`src/rtl/mac_pkg.sv`:
```
// ---------------------------------------------------------------------------
// mac_pkg
//   Shared definitions for the dot-product sequencer and its mac datapath.
//   Holds the sequencer state encoding and the default operand width.
//   No ports (package).
// ---------------------------------------------------------------------------
package mac_pkg;

  localparam int DATA_WIDTH_DEF = 8;

  typedef enum logic [2:0] {
    ST_IDLE  = 3'd0,
    ST_CLEAR = 3'd1,
    ST_RUN   = 3'd2,
    ST_DRAIN = 3'd3,
    ST_DONE  = 3'd4
  } state_e;

endpackage

```
`src/rtl/mac.sv`:
```
// ---------------------------------------------------------------------------
// mac
//   Unsigned multiply-accumulate datapath. Every cycle the product a*b is
//   added to the accumulator, so a zero operand pair adds nothing. The
//   product passes through MAC_LAT-1 pipeline stages before the add, which
//   gives MAC_LAT cycles from an operand change to the matching result update.
//   The accumulator wraps modulo 2**(2*DATA_WIDTH).
// Ports
//   clk     in   1             rising-edge clock
//   rst     in   1             asynchronous, active-high clear of all state
//   a       in   DATA_WIDTH    operand A (unsigned)
//   b       in   DATA_WIDTH    operand B (unsigned)
//   result  out  2*DATA_WIDTH  accumulated sum
// ---------------------------------------------------------------------------
module mac #(
  parameter int DATA_WIDTH = 8,
  parameter int MAC_LAT    = 1
) (
  input  logic                    clk,
  input  logic                    rst,
  input  logic [DATA_WIDTH-1:0]   a,
  input  logic [DATA_WIDTH-1:0]   b,
  output logic [2*DATA_WIDTH-1:0] result
);

  localparam int PW = 2 * DATA_WIDTH;

  logic [PW-1:0] prod;
  logic [PW-1:0] prod_last;
  logic [PW-1:0] acc_q;
  logic [PW-1:0] acc_d;

  assign prod = PW'(a) * PW'(b);

  generate
    if (MAC_LAT <= 1) begin : g_no_pipe
      assign prod_last = prod;
    end else begin : g_pipe
      logic [PW-1:0] pipe_q [MAC_LAT-1];

      // Product delay line; the accumulator add is always the final stage.
      always_ff @(posedge clk or posedge rst) begin
        if (rst) begin
          for (int i = 0; i < MAC_LAT - 1; i++) pipe_q[i] <= '0;
        end else begin
          pipe_q[0] <= prod;
          for (int i = 1; i < MAC_LAT - 1; i++) pipe_q[i] <= pipe_q[i-1];
        end
      end

      assign prod_last = pipe_q[MAC_LAT-2];
    end
  endgenerate

  always_comb begin
    acc_d = acc_q + prod_last;
  end

  always_ff @(posedge clk or posedge rst) begin
    if (rst) acc_q <= '0;
    else     acc_q <= acc_d;
  end

  assign result = acc_q;

endmodule

```
`src/rtl/mac_seq.sv`:
```
// ---------------------------------------------------------------------------
// mac_seq
//   Dot-product sequencer in front of one mac instance. A start strobe in
//   IDLE latches len and clears the accumulator; len operand pairs are then
//   accepted with valid/ready flow control. After the last pair the
//   sequencer waits out the datapath latency and presents the final sum
//   with a one-cycle res_valid pulse. res_data holds until the next job.
//   Optional feature macro: MAC_SEQ_OVF_EN builds a sticky wrap detector
//   driving ovf; without it ovf is tied low.
// Ports
//   clk        in   1             rising-edge clock
//   a_reset_n  in   1             asynchronous, active-low reset
//   start      in   1             command strobe, honoured only when idle
//   len        in   LEN_W         number of operand pairs, latched on start
//   busy       out  1             high whenever a job is in progress
//   in_valid   in   1             operand pair valid
//   in_ready   out  1             operand pair ready (RUN only)
//   in_a       in   DATA_WIDTH    operand A (unsigned)
//   in_b       in   DATA_WIDTH    operand B (unsigned)
//   res_valid  out  1             one-cycle pulse, res_data is final
//   res_data   out  2*DATA_WIDTH  final sum
//   ovf        out  1             sticky accumulator-wrap flag
// ---------------------------------------------------------------------------
module mac_seq
  import mac_pkg::*;
#(
  parameter int DATA_WIDTH = DATA_WIDTH_DEF,
  parameter int LEN_W      = 8,
  parameter int MAC_LAT    = 1
) (
  input  logic                    clk,
  input  logic                    a_reset_n,
  input  logic                    start,
  input  logic [LEN_W-1:0]        len,
  output logic                    busy,
  input  logic                    in_valid,
  output logic                    in_ready,
  input  logic [DATA_WIDTH-1:0]   in_a,
  input  logic [DATA_WIDTH-1:0]   in_b,
  output logic                    res_valid,
  output logic [2*DATA_WIDTH-1:0] res_data,
  output logic                    ovf
);

  localparam int PW      = 2 * DATA_WIDTH;
  localparam int DRAIN_W = $clog2(MAC_LAT + 1) + 1;

  state_e                state_q, state_d;
  logic [LEN_W-1:0]      len_q, len_d;
  logic [LEN_W-1:0]      cnt_q, cnt_d;
  logic [DRAIN_W-1:0]    drain_q, drain_d;
  logic                  clr_q, clr_d;
  logic [DATA_WIDTH-1:0] op_a_q, op_a_d;
  logic [DATA_WIDTH-1:0] op_b_q, op_b_d;
  logic                  busy_q, busy_d;
  logic                  in_ready_q, in_ready_d;
  logic                  res_valid_q, res_valid_d;
  logic [PW-1:0]         res_data_q, res_data_d;
  logic [PW-1:0]         mac_result;
  logic                  mac_rst;

  // clr_q is a flop, so the datapath clear cannot glitch.
  assign mac_rst = clr_q | ~a_reset_n;

  mac #(
    .DATA_WIDTH (DATA_WIDTH),
    .MAC_LAT    (MAC_LAT)
  ) u_mac (
    .clk    (clk),
    .rst    (mac_rst),
    .a      (op_a_q),
    .b      (op_b_q),
    .result (mac_result)
  );

  // Operand registers load zero on every cycle without an accepted beat,
  // so bubbles and the drain phase add nothing to the sum. All outputs are
  // computed one state ahead and registered.
  always_comb begin
    state_d     = state_q;
    len_d       = len_q;
    cnt_d       = cnt_q;
    drain_d     = drain_q;
    clr_d       = 1'b0;
    op_a_d      = '0;
    op_b_d      = '0;
    busy_d      = busy_q;
    in_ready_d  = in_ready_q;
    res_valid_d = 1'b0;
    res_data_d  = res_data_q;

    case (state_q)
      ST_IDLE: begin
        if (start) begin
          state_d    = ST_CLEAR;
          len_d      = len;
          cnt_d      = '0;
          clr_d      = 1'b1;
          res_data_d = '0;
          busy_d     = 1'b1;
        end
      end
      ST_CLEAR: begin
        if (len_q == '0) begin
          state_d = ST_DRAIN;
          drain_d = DRAIN_W'(MAC_LAT);
        end else begin
          state_d    = ST_RUN;
          in_ready_d = 1'b1;
        end
      end
      ST_RUN: begin
        if (in_valid && in_ready_q) begin
          op_a_d = in_a;
          op_b_d = in_b;
          cnt_d  = cnt_q + LEN_W'(1);
          if (cnt_q + LEN_W'(1) == len_q) begin
            state_d    = ST_DRAIN;
            drain_d    = DRAIN_W'(MAC_LAT);
            in_ready_d = 1'b0;
          end
        end
      end
      // Counts MAC_LAT down to zero, i.e. MAC_LAT+1 cycles, so the last
      // product has reached the accumulator before DONE samples it.
      ST_DRAIN: begin
        if (drain_q == '0) state_d = ST_DONE;
        else               drain_d = drain_q - DRAIN_W'(1);
      end
      ST_DONE: begin
        state_d     = ST_IDLE;
        res_data_d  = mac_result;
        res_valid_d = 1'b1;
        busy_d      = 1'b0;
      end
      default: begin
        state_d    = ST_IDLE;
        busy_d     = 1'b0;
        in_ready_d = 1'b0;
      end
    endcase
  end

  always_ff @(posedge clk or negedge a_reset_n) begin
    if (!a_reset_n) begin
      state_q     <= ST_IDLE;
      len_q       <= '0;
      cnt_q       <= '0;
      drain_q     <= '0;
      clr_q       <= 1'b0;
      op_a_q      <= '0;
      op_b_q      <= '0;
      busy_q      <= 1'b0;
      in_ready_q  <= 1'b0;
      res_valid_q <= 1'b0;
      res_data_q  <= '0;
    end else begin
      state_q     <= state_d;
      len_q       <= len_d;
      cnt_q       <= cnt_d;
      drain_q     <= drain_d;
      clr_q       <= clr_d;
      op_a_q      <= op_a_d;
      op_b_q      <= op_b_d;
      busy_q      <= busy_d;
      in_ready_q  <= in_ready_d;
      res_valid_q <= res_valid_d;
      res_data_q  <= res_data_d;
    end
  end

`ifdef MAC_SEQ_OVF_EN
  logic [PW-1:0] prev_q, prev_d;
  logic          ovf_q, ovf_d;

  // Products are unsigned, so the sum only ever grows; a drop below the
  // previous value means the accumulator wrapped.
  always_comb begin
    prev_d = mac_result;
    ovf_d  = ovf_q;
    if (state_q == ST_IDLE && start) begin
      ovf_d = 1'b0;
    end else if ((state_q == ST_RUN || state_q == ST_DRAIN) &&
                 (mac_result < prev_q)) begin
      ovf_d = 1'b1;
    end
  end

  always_ff @(posedge clk or negedge a_reset_n) begin
    if (!a_reset_n) begin
      prev_q <= '0;
      ovf_q  <= 1'b0;
    end else begin
      prev_q <= prev_d;
      ovf_q  <= ovf_d;
    end
  end

  assign ovf = ovf_q;
`else
  assign ovf = 1'b0;
`endif

  assign busy      = busy_q;
  assign in_ready  = in_ready_q;
  assign res_valid = res_valid_q;
  assign res_data  = res_data_q;

endmodule

```
`config.mk`:
```
export PLATFORM = sky130hd
export DESIGN_NAME = mac_seq
export DESIGN_NICKNAME = d
export VERILOG_FILES = /design/src/rtl/mac_pkg.sv /design/src/rtl/mac.sv /design/src/rtl/mac_seq.sv
export SDC_FILE = /design/constraint.sdc
export NUM_CORES = 1
export LEC_CHECK = 0
export CORE_ASPECT_RATIO = 1.5
export CORE_UTILIZATION = 60
export DETAILED_ROUTE_END_ITERATION = 8
export GPL_TIMING_DRIVEN = 0
export PLACE_DENSITY = 0.82
export SLEW_MARGIN = 40
export SYNTH_ARGS = -nofsm -noshare
export SYNTH_HDL_FRONTEND = slang
export SYNTH_HIERARCHICAL = 1
export SYNTH_SLANG_ARGS = --single-unit
```
`constraint.sdc`:
```
create_clock -name clk -period 1.4 [get_ports clk]
set_input_delay 0.28 -clock clk [delete_from_list [all_inputs] [get_ports clk]]
set_output_delay 0.28 -clock clk [all_outputs]
set_load 0.01 [all_outputs]
```
==> impl_metrics.json, run 1 <==
{
  "critPathKind": "reg -> reg",
  "p_sw_share_pct": 43.61,
  "drtIter0Drc": 497,
  "synthFlopType": "dfrtp_1",
  "fin_worst_skew_ns": 0.008912,
  "violations": "negative setup slack",
  "r2r_cells": 15,
  "vias": 4915,
  "hpwl_um": 9697,
  "power_mw": 16.64,
  "place_congestion": 0.9446,
  "fin_nets": 771,
  "max_freq_ghz": 0.2344,
  "dp.cells": 709,
  "power.share.sequential_pct": 19.2,
  "grt_pass1_wl_um": 24740,
  "r2r-start": "op_a_q[5]",
  "period_share_pct": 304.8,
  "post-route-worst-setup-slack_ns": -2.867,
  "worstPathArrival_ns": 4.53,
  "syn_area_um2": 5519,
  "timing.reg2reg.setup_slack_ns": -2.87,
  "grt_start_max_net_pins": 31,
  "syn_nets": 667,
  "ir_worst_vdd_mv": 2.956,
  "core_um2": 8881,
  "outcome": "complete, but fails checks",
  "first_pass_iters": 5,
  "routed_via_density": 6.375,
  "pre_cts_ws_ns": -2.774,
  "yosys_register_bits": 73,
  "wl_um": 18690,
  "worstSetupStartpointType": "flop",
  "p_per_area_nw_per_um2": 2180,
  "yosysWarningCount": 6,
  "ctsRootBufferMaster": "clkbuf_16",
  "setup_violations": 48,
  "tns_ns": -37.48,
  "htree_levels": 3,
  "synth.distinct_cells": 62,
  "portBuffers": 46,
  "yosysSeqAreaShare_pct": 33.10,
  "syn_area_per_cell_um2": 9.998,
  "wl_per_cell_um": 24.23,
  "antenna_found_initial": 0,
  "cp-end-kind": "flop",
  "multiInputGateArea_um2": 3857,
  "drc_errors": 0,
  "final_antenna_net_count": 0,
  "p_clk_share_pct": 15.1,
  "grt_pass1_vias": 4934,
  "p_comb_share_pct": 65.7,
  "hold_slack_ns": 0.4643,
  "cts_tree": "yes",
  "worst-endpoint-required_ns": 1.66,
  "worstSkewPairLatency_ns": 0.35,
  "syn_to_final_growth_pct": 38.25,
  "layout-drive-gt1-share_pct": 34.04,
  "stdcell_count": 771,
  "ff_latch_area_um2": 1853,
  "slew_viol_final": 0,
  "internal-power_mw": 9.381,
  "hp-class": "in -> async",
  "num_antenna_cells": 0,
  "start_util_pct": 62.14,
  "numCtsBuffers": 9,
  "fp.dieArea_um2": 9594,
  "synth_edf_count": 0,
  "ioPinCount": 48,
  "fp-row-count": 42,
  "grt_usage_pct": 35.44,
  "die_w_um": 80.31,
  "cap_violations": 0,
  "grt_setup_unrepaired": "true",
  "clk_pin_slew_ns": 0.06,
  "nFillCells": 393,
  "leakagePower_nw": 3.712,
  "final_hold_viol_count": 0,
  "async_reset_ff_share_pct": 100.0,
  "clkSinkCount": 73,
  "path_max_fanout": 7,
  "fin_crit_ns": 4.267,
  "synthesis.instances": 552,
  "p_switching_mw": 7.256,
  "fp.dieH_um": 119.5,
  "cts_buffer_depth": 2,
  "relSlewSlack_pct": 46.08,
  "gr-total-overflow": 0,
  "timing.rr.end": "u_mac/result[15]",
  "worst_pin_slew_ns": 0.8038
}
[state kept, by name, indices dropped and copies added, names as in the netlist]
register and count:
u_mac/result 16, len_q 8, drain_q 2, clr_q 1, op_a_q 8, busy 1, state_q 3, res_valid 1
op_b_q 8, in_ready 1, cnt_q 8, res_data 16
[cells by family (layout without fill, tap and decap cells)]
| group | count (synthesis) | in the layout | synth area share [%] |
|---|---|---|---|
| adder cells (fa/ha/maj) | 87 | 87 | 26.52 |
| buffers and inverters | 118 | 226 | 8.478 |
| multiplexers | 8 | 8 | 1.610 |
| AND/OR/NAND/NOR | 164 | 165 | 16.01 |
| XOR/XNOR | 20 | 20 | 3.174 |
| flip-flops | 73 | 73 | 33.10 |
| AO/OA/AOI/OAI | 81 | 81 | 11.04 |
| other | 1 | 1 | 0.06795 |
[cells in the final DEF (no fill, tap or decap), types with 3 or more instances in the layout]
cell type,synthesis,routed
a21o_1,4,4
a21oi_1,15,6
a21oi_2,1,6
a21oi_4,0,4
a22o_1,17,17
a31oi_1,4,4
and2_1,35,30
and2_4,0,5
and3_1,20,16
and3_4,0,4
buf_4,2,29
buf_6,2,22
clkbuf_16,0,12
clkdlybuf4s50_1,0,25
dfrtp_1,73,52
dfrtp_2,0,21
dlygate4sd2_1,0,18
fa_1,50,42
fa_2,0,8
ha_1,37,22
ha_4,0,13
inv_1,101,84
inv_2,1,17
mux2_4,0,7
nand2_1,51,39
nand2_2,0,11
nand2b_1,5,4
nand3_1,10,8
nor2_1,15,8
nor2_4,0,5
nor2b_1,5,4
o21a_1,3,3
o21ai_0,14,5
o21ai_1,3,3
o21ai_2,0,8
xnor2_1,16,12
xnor2_2,0,3
xor2_1,4,4
[how the worst max path moves through the flow]
stage / startpoint / endpoint / slack, ns / cells past startpoint
floorplan: op_a_q[6] / u_mac/result[14] / -2.42 / 15
global placement: op_b_q[1] / u_mac/result[12] / -2.71 / 13
detailed placement: op_b_q[1] / u_mac/result[12] / -2.77 / 13
CTS: op_b_q[5] / u_mac/result[14] / -2.63 / 14
global route: op_a_q[5] / u_mac/result[15] / -2.91 / 15
finish: op_a_q[5] / u_mac/result[15] / -2.87 / 15
[power by group through the flow]
stage	clock (mW)	sequential, mW	combinational [mW]
floorplan	0	2.93	6.41
global placement	0	3.10	7.51
detailed placement	0	3.10	7.98
finish	2.51	3.19	10.9
CTS	2.48	3.10	9.15
global route	2.60	3.22	11.6
[metal layers]
metal  track usage [%]  routed length (um)  vias up
met1             38.94                6304     2476
met5                 0                   0        -
met3             5.364                1173      123
met2             61.81                9692      324
met4             23.33                1515        0
li1                  -                   -     1992
[cell usage after synthesis, types with 14 or more instances]
master / instances / area share [%]
and3_1: 20 / 2.3
dfrtp_1: 73 / 33
xnor2_1: 16 / 2.5
fa_1: 50 / 18
inv_1: 101 / 6.9
ha_1: 37 / 8.4
a21oi_1: 15 / 1.4
nand2_1: 51 / 3.5
and2_1: 35 / 4.0
a22o_1: 17 / 2.7
o21ai_0: 14 / 1.3
nor2_1: 15 / 1.0
[through the flow]
stage          area (um2)  utilization, %
2_1_floorplan        5803               -
3_3_place_gp         6401           72.08
3_5_place_dp         6419           72.27
4_1_cts              7276           81.92
5_1_grt              7630           85.91
6_report             7630           85.91
[critical path, cell delays in order, from the launching register on]
cell and delay, ns:
dfrtp_2 0.46, buf_4 0.15, nand2_1 0.10, fa_1 0.55
inv_1 0.05, ha_1 0.31, fa_1 0.52, inv_1 0.06
fa_1 0.53, inv_1 0.04, ha_2 0.34, a21oi_2 0.23
nand2b_1 0.20, nor4b_2 0.27, a31o_1 0.24, xnor2_2 0.13
[cell type report]
class / count / share of cell area, %
plain buffers: 12 / 2.214
clock buffers: 9 / 2.952
clock inverters: 7 / 1.230
inverters: 102 / 5.018
multi-input cells: 362 / 50.56
flip-flops and latches: 73 / 24.29
well taps: 110 / 1.804
repair buffers: 96 / 11.94
[what timing repair did]
action                     4_1_cts  5_1_grt
hold buffers                     2        0
setup buffers                   35       13
gates resized for setup        109       71
pin swaps                       40       21
cloned                           1        2
hold endpoints to repair        27        0
setup endpoints to repair       78       56
Power figures use the tool's default switching activity.
==> run 2: changes to the inputs <==
--- a/config.mk
+++ b/config.mk
@@ -6,6 +6,7 @@
 export NUM_CORES = 1
 export LEC_CHECK = 0
 export CORE_ASPECT_RATIO = 1.5
+export CORE_MARGIN = 2
 export CORE_UTILIZATION = 60
 export DETAILED_ROUTE_END_ITERATION = 8
 export GPL_TIMING_DRIVEN = 0
==> impl_metrics.json, run 2 (same netlist as run 1, synthesis figures left out) <==
{
  "outcome": "complete, but fails checks",
  "violations": "negative hold slack, negative setup slack",
  "layout_commonest_cell": "inv_1",
  "worstSkewPairLatency_ns": 0.35,
  "p_per_area_nw_per_um2": 2142,
  "cp-end-kind": "flop",
  "max_freq_ghz": 0.2399,
  "die_w_um": 82.31,
  "power.share.sequential_pct": 19.2,
  "worst_pin_slew_ns": 0.8094,
  "mostFrequentLayoutCells": "inv_1, dfrtp_1, fa_1, nand2_1, buf_4",
  "grt_setup_unrepaired": "true",
  "fp.dieArea_um2": 9997,
  "fp-row-count": 42,
  "internal-power_mw": 9.286,
  "grt_start_max_net_pins": 36,
  "drtIter0Drc": 404,
  "timing.reg2reg.setup_slack_ns": -2.77,
  "r2r-start": "op_a_q[5]",
  "period_share_pct": 297.8,
  "worstSetupStartpointType": "flop",
  "leakagePower_nw": 3.805,
  "clkSinkCount": 73,
  "cap_violations": 0,
  "fin_worst_skew_ns": 0.01015,
  "clk_pin_slew_ns": 0.07,
  "cts_buffer_depth": 2,
  "worst-endpoint-required_ns": 1.63,
  "fin_area_um2": 7715,
  "nFillCells": 386,
  "relSlewSlack_pct": 45.71,
  "grt_use_met2_pct": 53.02,
  "utilization_pct": 86.87,
  "fin_nets": 778,
  "num_antenna_cells": 0,
  "layout-drive-gt1-share_pct": 34.28,
  "r2r_cells": 15,
  "wl_per_cell_um": 23.73,
  "final_antenna_net_count": 0,
  "vias": 4810,
  "p_sw_share_pct": 43.82,
  "p_comb_share_pct": 65.8,
  "p_clk_share_pct": 15.0,
  "grt_usage_pct": 30.72,
  "first_pass_iters": 5,
  "post-route-worst-setup-slack_ns": -2.769,
  "antenna_found_initial": 0,
  "path_max_fanout": 8,
  "wl_um": 18460,
  "fin_crit_ns": 4.169,
  "drc_errors": 0,
  "p_switching_mw": 7.242,
  "htree_levels": 3,
  "hold_slack_ns": -0.1019,
  "numCtsBuffers": 9,
  "syn_to_final_growth_pct": 39.79,
  "start_util_pct": 62.14,
  "final_hold_viol_count": 33,
  "ir_worst_vdd_mv": 1.962,
  "place_congestion": 0.8952,
  "gr-total-overflow": 0,
  "fp.dieH_um": 121.5,
  "grt_use_met3_pct": 5.952,
  "grt_pass1_wl_um": 22670,
  "use_met1_pct": 34.23,
  "grt_pass1_vias": 4698,
  "ctsRootBufferMaster": "clkbuf_16",
  "timing.rr.end": "u_mac/result[13]",
  "place_area_um2": 6426,
  "core_um2": 8881,
  "critPathKind": "reg -> reg",
  "worstPathArrival_ns": 4.40,
  "ff_latch_area_um2": 1851,
  "setup_violations": 48,
  "hp-class": "in -> async",
  "cts_tree": "yes",
  "slew_viol_final": 0,
  "routed_via_density": 6.183,
  "portBuffers": 46,
  "top_usage_layer": "met2",
  "multiInputGateArea_um2": 3905,
  "hpwl_um": 9725,
  "ioPinCount": 48
}
==> run 2: changes by cell type in the layout (fill, tap and decap cells not counted), moves of 3 or more <==
cell	previous run	this run
clkinv_4	0	3
buf_4	29	35
buf_6	22	25
nand2_4	1	6
nand2_1	39	35
==> run 2: worst max-delay path by stage <==
stage | startpoint | endpoint | slack (ns) | cells past startpoint
2_1_floorplan | op_a_q[6] | u_mac/result[14] | -2.42 | 15
3_3_place_gp | op_a_q[5] | u_mac/result[12] | -2.69 | 13
3_5_place_dp | op_a_q[5] | u_mac/result[12] | -2.83 | 13
4_1_cts | op_a_q[5] | u_mac/result[14] | -2.59 | 15
5_1_grt | op_a_q[5] | u_mac/result[15] | -2.87 | 14
6_report | op_a_q[5] | u_mac/result[13] | -2.77 | 15
==> run 2: repair_timing <==
action,4_1_cts,5_1_grt
gates resized for setup,85,107
cloned,1,2
buffers inserted,26,33
hold endpoints to repair,33,33
pin swaps,26,48
setup endpoints to repair,78,52
==> run 2: cell type report <==
cell class	count	share of cell area, %
multi-input combinational	363	50.62
sequential	73	23.99
timing repair buffer	103	12.75
inverter	102	4.995
clock buffer	10	3.098
buffer	11	1.816
tap	110	1.784
clock inverter	6	0.9569
==> run 2: critical path, stage by stage, from the launching register on <==
cell      delay (ns)
dfrtp_2         0.50
buf_6           0.16
nand2_4         0.05
fa_1            0.50
inv_2           0.05
fa_1            0.46
ha_1            0.32
inv_2           0.05
fa_1            0.57
inv_2           0.06
ha_4            0.25
nor2b_4         0.13
o31a_4          0.31
o311ai_4        0.29
and4b_1         0.27
nor3_2          0.06
==> run 2: routing by layer <==
metal	part of all wire, %	wire length (um)
met1	34	6258
met2	53	9733
met5	0	0
met3	5.8	1062
met4	7.6	1404
==> run 2: stage by stage <==
stage,cells,TNS (ns),worst slack (ns),power [mW]
after floorplan,552,-29.50,-2.422,9.341
after global placement,708,-171.26,-2.689,10.56
after detailed placement,709,-47.51,-2.830,11.03
after CTS,749,-33.72,-2.590,14.27
after global routing,778,-40.86,-2.866,17.45
final,778,-38.39,-2.769,16.53
==> run 2: power groups by stage <==
stage	logic, mW	registers [mW]	clock network [mW]
floorplan	6.41	2.93	0
global placement	7.45	3.11	0
detailed placement	7.92	3.12	0
CTS	8.71	3.11	2.45
global route	11.7	3.20	2.57
finish	10.9	3.17	2.48
